===== src/rtl/usb_ulpi_func_ctrl.sv =====
// usb_ulpi_func_ctrl
//   ULPI link-side bridge for the high-speed negotiator.
//   - Decodes RX CMD / RX data bytes from the PHY into UTMI-style status
//     (line_state, rx_active, rx_error, host_disconnect, rx_data/rx_valid).
//   - Mirrors the negotiator's xcvr_select/term_select/op_mode and suspend_req
//     into the PHY Function Control register through ULPI register writes.
//     A write is TXCMD -> data -> stp. It aborts if the PHY takes the bus and
//     times out if nxt never comes. Both cases retry until the PHY matches.
//
// Parameters
//   FCTRL_ADDR   Function Control register address (TXCMD = {2'b10, addr})
//   NXT_TIMEOUT  cycles waited for ulpi_nxt in CMD or DATA before abort (1..255)
//
// Ports
//   clk, rst_n          60 MHz ULPI clock, async active-low reset
//   ulpi_dir/nxt        PHY direction / throttle
//   ulpi_data_in        pad input data
//   ulpi_data_out       link drive data (pad enabled by top when !ulpi_dir)
//   ulpi_stp            ULPI stop
//   xcvr_select, term_select, op_mode, suspend_req   requested PHY config
//   line_state, rx_active, rx_error, host_disconnect decoded RX CMD status
//   rx_data, rx_valid   received byte and its one-cycle strobe
//   cfg_synced          PHY config matches request and no write in flight
//   reg_timeout         one-cycle pulse on a nxt timeout abort
module usb_ulpi_func_ctrl #(
  parameter logic [5:0] FCTRL_ADDR  = 6'h04,
  parameter int         NXT_TIMEOUT = 255
) (
  input  logic       clk,
  input  logic       rst_n,
  input  logic       ulpi_dir,
  input  logic       ulpi_nxt,
  input  logic [7:0] ulpi_data_in,
  output logic [7:0] ulpi_data_out,
  output logic       ulpi_stp,
  input  logic [1:0] xcvr_select,
  input  logic       term_select,
  input  logic [1:0] op_mode,
  input  logic       suspend_req,
  output logic [1:0] line_state,
  output logic       rx_active,
  output logic       rx_error,
  output logic       host_disconnect,
  output logic [7:0] rx_data,
  output logic       rx_valid,
  output logic       cfg_synced,
  output logic       reg_timeout
);

  localparam logic [7:0] TXCMD     = {2'b10, FCTRL_ADDR};
  localparam logic [7:0] TO_LAST   = 8'(NXT_TIMEOUT - 1);
  localparam logic [7:0] FCTRL_RST = 8'h41;

  typedef enum logic [1:0] {IDLE, CMD, DATA, STP} state_t;

  state_t     state, state_nxt;
  logic       dir_q;
  logic [7:0] want;
  logic [7:0] wr_val;
  logic [7:0] fctrl_cur;
  logic [7:0] cnt;
  logic       bus_free;
  logic       cnt_hit;

  // Registered-output next values, produced by the output process.
  logic [7:0] data_d;
  logic       stp_d;
  logic       timeout_d;

  // Bit 5 (PHY reset) is never requested; bit 6 is SuspendM (active low).
  assign want     = {1'b0, ~suspend_req, 1'b0, op_mode, term_select, xcvr_select};
  // Both the current and previous cycle must be link-owned, which also
  // excludes the turnaround cycle after the PHY releases the bus.
  assign bus_free = !ulpi_dir && !dir_q;
  // cnt counts cycles already waited; hitting TO_LAST means this is the
  // NXT_TIMEOUT-th cycle without nxt.
  assign cnt_hit  = (cnt == TO_LAST);

  assign cfg_synced = (state == IDLE) && (want == fctrl_cur);

  // ---------------------------------------------------------------------
  // Write FSM: state register
  // ---------------------------------------------------------------------
  always_ff @(posedge clk or negedge rst_n) begin
    if (!rst_n) state <= IDLE;
    else        state <= state_nxt;
  end

  // ---------------------------------------------------------------------
  // Write FSM: next state. A PHY bus grab (dir) always wins over nxt.
  // ---------------------------------------------------------------------
  always_comb begin
    state_nxt = state;
    case (state)
      IDLE: if (want != fctrl_cur && bus_free) state_nxt = CMD;
      CMD: begin
        if (ulpi_dir)      state_nxt = IDLE;
        else if (ulpi_nxt) state_nxt = DATA;
        else if (cnt_hit)  state_nxt = IDLE;
      end
      DATA: begin
        if (ulpi_dir)      state_nxt = IDLE;
        else if (ulpi_nxt) state_nxt = STP;
        else if (cnt_hit)  state_nxt = IDLE;
      end
      STP:     state_nxt = IDLE;
      default: state_nxt = IDLE;
    endcase
  end

  // ---------------------------------------------------------------------
  // Write FSM: outputs (next values for the registered bus outputs).
  // Anything that ends in IDLE drives NOOP; stp only on a completed write.
  // ---------------------------------------------------------------------
  always_comb begin
    data_d    = 8'h00;
    stp_d     = 1'b0;
    timeout_d = 1'b0;
    case (state)
      IDLE: if (want != fctrl_cur && bus_free) data_d = TXCMD;
      CMD: begin
        if (ulpi_dir)      data_d    = 8'h00;
        else if (ulpi_nxt) data_d    = wr_val;
        else if (cnt_hit)  timeout_d = 1'b1;
        else               data_d    = TXCMD;
      end
      DATA: begin
        if (ulpi_dir)      data_d    = 8'h00;
        else if (ulpi_nxt) stp_d     = 1'b1;
        else if (cnt_hit)  timeout_d = 1'b1;
        else               data_d    = wr_val;
      end
      default: ;
    endcase
  end

  // ---------------------------------------------------------------------
  // Write datapath
  // ---------------------------------------------------------------------
  always_ff @(posedge clk or negedge rst_n) begin
    if (!rst_n) begin
      ulpi_data_out <= 8'h00;
      ulpi_stp      <= 1'b0;
      reg_timeout   <= 1'b0;
      wr_val        <= 8'h00;
      fctrl_cur     <= FCTRL_RST;
      cnt           <= 8'h00;
    end else begin
      ulpi_data_out <= data_d;
      ulpi_stp      <= stp_d;
      reg_timeout   <= timeout_d;
      // wr_val is frozen for the whole write so a mid-write change of want
      // cannot corrupt the in-flight value; IDLE picks up the new one later.
      if (state == IDLE && state_nxt == CMD) wr_val <= want;
      if (state == STP) fctrl_cur <= wr_val;
      // Clear on every state change, which covers entry to CMD and DATA.
      if (state != state_nxt)                cnt <= 8'h00;
      else if (state == CMD || state == DATA) cnt <= cnt + 8'd1;
    end
  end

  // ---------------------------------------------------------------------
  // RX decode. Bytes are used only when the PHY owned the bus last cycle
  // too, so the turnaround byte is dropped.
  // ---------------------------------------------------------------------
  always_ff @(posedge clk or negedge rst_n) begin
    if (!rst_n) begin
      dir_q           <= 1'b0;
      line_state      <= 2'b01;
      rx_active       <= 1'b0;
      rx_error        <= 1'b0;
      host_disconnect <= 1'b0;
      rx_data         <= 8'h00;
      rx_valid        <= 1'b0;
    end else begin
      dir_q    <= ulpi_dir;
      rx_valid <= 1'b0;
      if (ulpi_dir && dir_q) begin
        if (!ulpi_nxt) begin
          line_state      <= ulpi_data_in[1:0];
          rx_active       <= ulpi_data_in[4];
          rx_error        <= (ulpi_data_in[5:4] == 2'b11);
          host_disconnect <= (ulpi_data_in[5:4] == 2'b10);
        end else begin
          rx_data   <= ulpi_data_in;
          rx_valid  <= 1'b1;
          rx_active <= 1'b1;
        end
      end else if (dir_q && !ulpi_dir) begin
        // PHY released the bus: any receive is over. line_state and
        // host_disconnect keep their last reported value.
        rx_active <= 1'b0;
        rx_error  <= 1'b0;
      end
    end
  end

endmodule


===== config.mk =====
export PLATFORM = sky130hd
export DESIGN_NAME = usb_ulpi_func_ctrl
export DESIGN_NICKNAME = d
export VERILOG_FILES = /design/src/rtl/usb_ulpi_func_ctrl.sv
export SDC_FILE = /design/constraint.sdc
export NUM_CORES = 1
export LEC_CHECK = 0
export ABC_CLOCK_PERIOD_IN_PS = 1800
export BUFFER_PORTS_ARGS = -buffer_cell sky130_fd_sc_hd__buf_2
export CORE_UTILIZATION = 47
export DETAILED_ROUTE_END_ITERATION = 8
export GPL_ROUTABILITY_DRIVEN = 0
export PLACE_DENSITY = 0.83
export SYNTH_ARGS = -nofsm -noshare
export SYNTH_HDL_FRONTEND = slang
export SYNTH_SLANG_ARGS = --single-unit

===== constraint.sdc =====
create_clock -name clk -period 1.8 [get_ports clk]
set_input_delay 0.36 -clock clk [delete_from_list [all_inputs] [get_ports clk]]
set_output_delay 0.36 -clock clk [all_outputs]
set_load 0.005 [all_outputs]

==> results.cfg <==
[critical_path]
rr_startpoint = fctrl_cur[6]
critPathKind = reg -> out
crit_cells = 5
endpoint = cfg_synced
startpoint_type = flip-flop
crit_arrival_ns = 1.62
crit_fanout = 2
slowest_delay_ns = 0.54
slowest_stage = dfstp_2
required_ns = 1.44
critPathBufInv = 2
startpoint = fctrl_cur[0]
r2r_slack_ns = -0.13
endpoint_kind = primary output
crit_path_cell_trace = xnor2_1, nand2_1, buf_6, nor4_4, buf_2
rr_endpoint = wr_val[4]
reg2regPathDepth = 6
path_delay_family = flip-flops

[synth]
async_flop_share_pct = 100
synth.area.top_cells = dfrtp_1 (50%), mux2_2 (8.4%), dfstp_2 (3.7%), ha_1 (3.5%), mux2_4 (3.5%)
synth_area_mm2 = 0.00214
synth_largest_area_cell = dfrtp_1
synth.distinct_cells = 39
syn-num-nets = 205
synthCells = 181
synth_top_area_share_pct = 50.3
ys.flop_type = dfrtp_1
ys_warn_count = 0
yosysSeqAreaShare_pct = 54.0
synth_seq_cells = 46
synth_commonest_cells = dfrtp_1 (43), mux2_2 (16), nor3_1 (11), nor2_1 (10)
synth_most_common_cell = dfrtp_1
synth.avg_cell_area_um2 = 11.8
synth-edff-count = 0

[sta]
worst_clock_skew_ns = 0.00714
setup_tns_ns = -1.38
worst_pin_slew_ns = 0.573
finalSetupViolCount = 15
hold_viol = 0
max_freq_ghz = 0.504
setup_slack_ns = -0.184
slew_viol_final = 0
grt_setup_unrepaired = yes
timing.final.crit_period_ns = 1.98
fin_crit_sh_pct = 110
slew_headroom_pct = 61.8

[power_and_ir_drop]
power_per_cell_area_mw_per_mm2 = 1390
p_sw_share_pct = 33.3
seqPwrFrac_pct = 37.0
p_sw_w = 0.00132
intPower_w = 0.00264
power_leakage_nw = 1.35
p_total_w = 0.00397
peakVddDrop_uv = 649
pwr-share-clk_pct = 19.3
p_comb_share_pct = 43.7

[final_layout]
final_cells = 306
post-route-util_pct = 65.7
diodes = 0
area_growth_pct = 33.7
nets = 277
drive_gt1_share_pct = 48.8

[drt]
viasPerCell = 5.30
routed_wl_um = 4460
initialDrtViolationCount = 61
wl_per_cell_um = 14.6
num_vias = 1621
ant_nets = 0
drc = 0
dr.pass1.iters = 4

[flow_run]
drv_cap = 0

[clock_network]
cts.path.max_buffers = 2
cts_hold_buf = 0
cts_tree = done
clkTransAtPathRegs_ns = 0.09
cts_root_buffer = clkbuf_8
cts_buffers = 5
clk-insertion-delay-late_ns = 0.30
cts_num_sinks = 46
h-tree-depth = 2

[grt]
grt_max_degree = 47
antenna_found_initial = 0
track_usage_pct = 19.7
gr-total-overflow = 0
grt_pass1_wl_um = 7490
grt_pass1_vias = 1577

[die]
start_util_pct = 49.1
rows = 24
core_mm2 = 0.00435
dieArea_mm2 = 0.00483
die_y_um = 69.5
die-width_um = 69.5
ios = 43

[placed_design]
place_hpwl_um = 3020
place_ws_ns = -0.138
dp_cells = 292
io_buffers = 41

[outcome]
failed_checks = setup timing
status = complete, but fails checks

[hold_path]
hp-class = in -> async
## registers in the layout, summed over array words and instances, names as in the netlist
| signal | flops |
|---|---|
| reg_timeout | 1 |
| rx_data | 8 |
| state | 2 |
| line_state | 2 |
| cnt | 8 |
| rx_valid | 1 |
| ulpi_stp | 1 |
| dir_q | 1 |
| fctrl_cur | 6 |
| rx_error | 1 |
| rx_active | 1 |
| ulpi_data_out | 7 |
| host_disconnect | 1 |
| wr_val | 6 |
## metal layers
metal	global-route usage, %	vias to the layer above	wire length (um)
met1	28.2	779	2150
li1	-	775	-
met5	0	-	0
met4	7.48	0	61
met2	29.3	60	1990
met3	4.36	7	255
## cell usage in the layout, fill, tap and decap left out, drive strengths merged, types with 3 or more instances in the layout
cell,n
buf,72
dfrtp,43
mux2,21
nor3,11
nor2,10
inv,9
nand2,8
nand3,8
xnor2,7
xor2,6
ha,6
and2,5
o21ai,5
clkbuf,5
a21oi,4
nand4,3
nand3b,3
dfstp,3
## layout make-up
cell class	count	area, um^2
Tap cell	52	65.1
Clock buffer	5	68.8
Multi-Input combinational cell	120	1040
Fill cell	309	1490
Inverter	8	30.0
Clock inverter	3	43.8
Timing Repair Buffer	72	462
Sequential cell	46	1150
## worst min path at each step
stage / startpoint / end / slack, ns / depth (start not counted)
2_1_floorplan: rst_n / cnt[0] / 0.06 / 0
3_3_place_gp: rst_n / reg_timeout / 0.47 / 2
3_5_place_dp: rst_n / cnt[2] / 0.48 / 2
4_1_cts: rst_n / cnt[3] / 0.16 / 2
5_1_grt: rst_n / fctrl_cur[2] / 0.19 / 2
6_report: rst_n / ulpi_stp / 0.13 / 2
## metrics by stage
step | hold slack (ns) | cell area [um^2]
finish | 0.133 | 2860
global route | 0.194 | 2860
CTS | 0.157 | 2800
detailed placement | 0.476 | 2580
global placement | 0.469 | 2580
floorplan | 0.0644 | 2150
## cell families (layout without fill, tap and decap cells)
| kind of cell | Yosys count | after routing | share of synthesized area (%) |
|---|---|---|---|
| buf+inv | 15 | 88 | 3.16 |
| compound gates | 23 | 23 | 8.19 |
| simple gates | 55 | 55 | 13.3 |
| fa+ha+maj | 6 | 6 | 3.51 |
| mux | 22 | 22 | 12.4 |
| other cells | 1 | 1 | 0.175 |
| flops | 46 | 46 | 54.0 |
| xor+xnor | 13 | 13 | 5.32 |
## worst register-to-register path, delay by kind of cell, from the launching register on
kind / cells / cell delay [ns]
XOR/XNOR: 1 / 0.15
multiplexers: 1 / 0.30
flip-flops: 1 / 0.55
buffers and inverters: 1 / 0.15
AO/OA/AOI/OAI: 2 / 0.54
AND/OR/NAND/NOR: 1 / 0.13
## timing repair
item                                    CTS  global route
pin swaps                                13             4
buffers inserted                          3             3
endpoints found under the setup margin   16            15
resized for setup                        18             9
## power groups by stage
stage / logic [W] / clock network (W) / registers, W
2_1_floorplan: 0.000847 / 0 / 0.00147
3_3_place_gp: 0.00136 / 0 / 0.00146
3_5_place_dp: 0.00139 / 0 / 0.00148
4_1_cts: 0.00158 / 0.000789 / 0.00146
5_1_grt: 0.00187 / 0.000832 / 0.00150
6_report: 0.00173 / 0.000766 / 0.00147
Note: power is estimated with default switching activity, not from simulation.
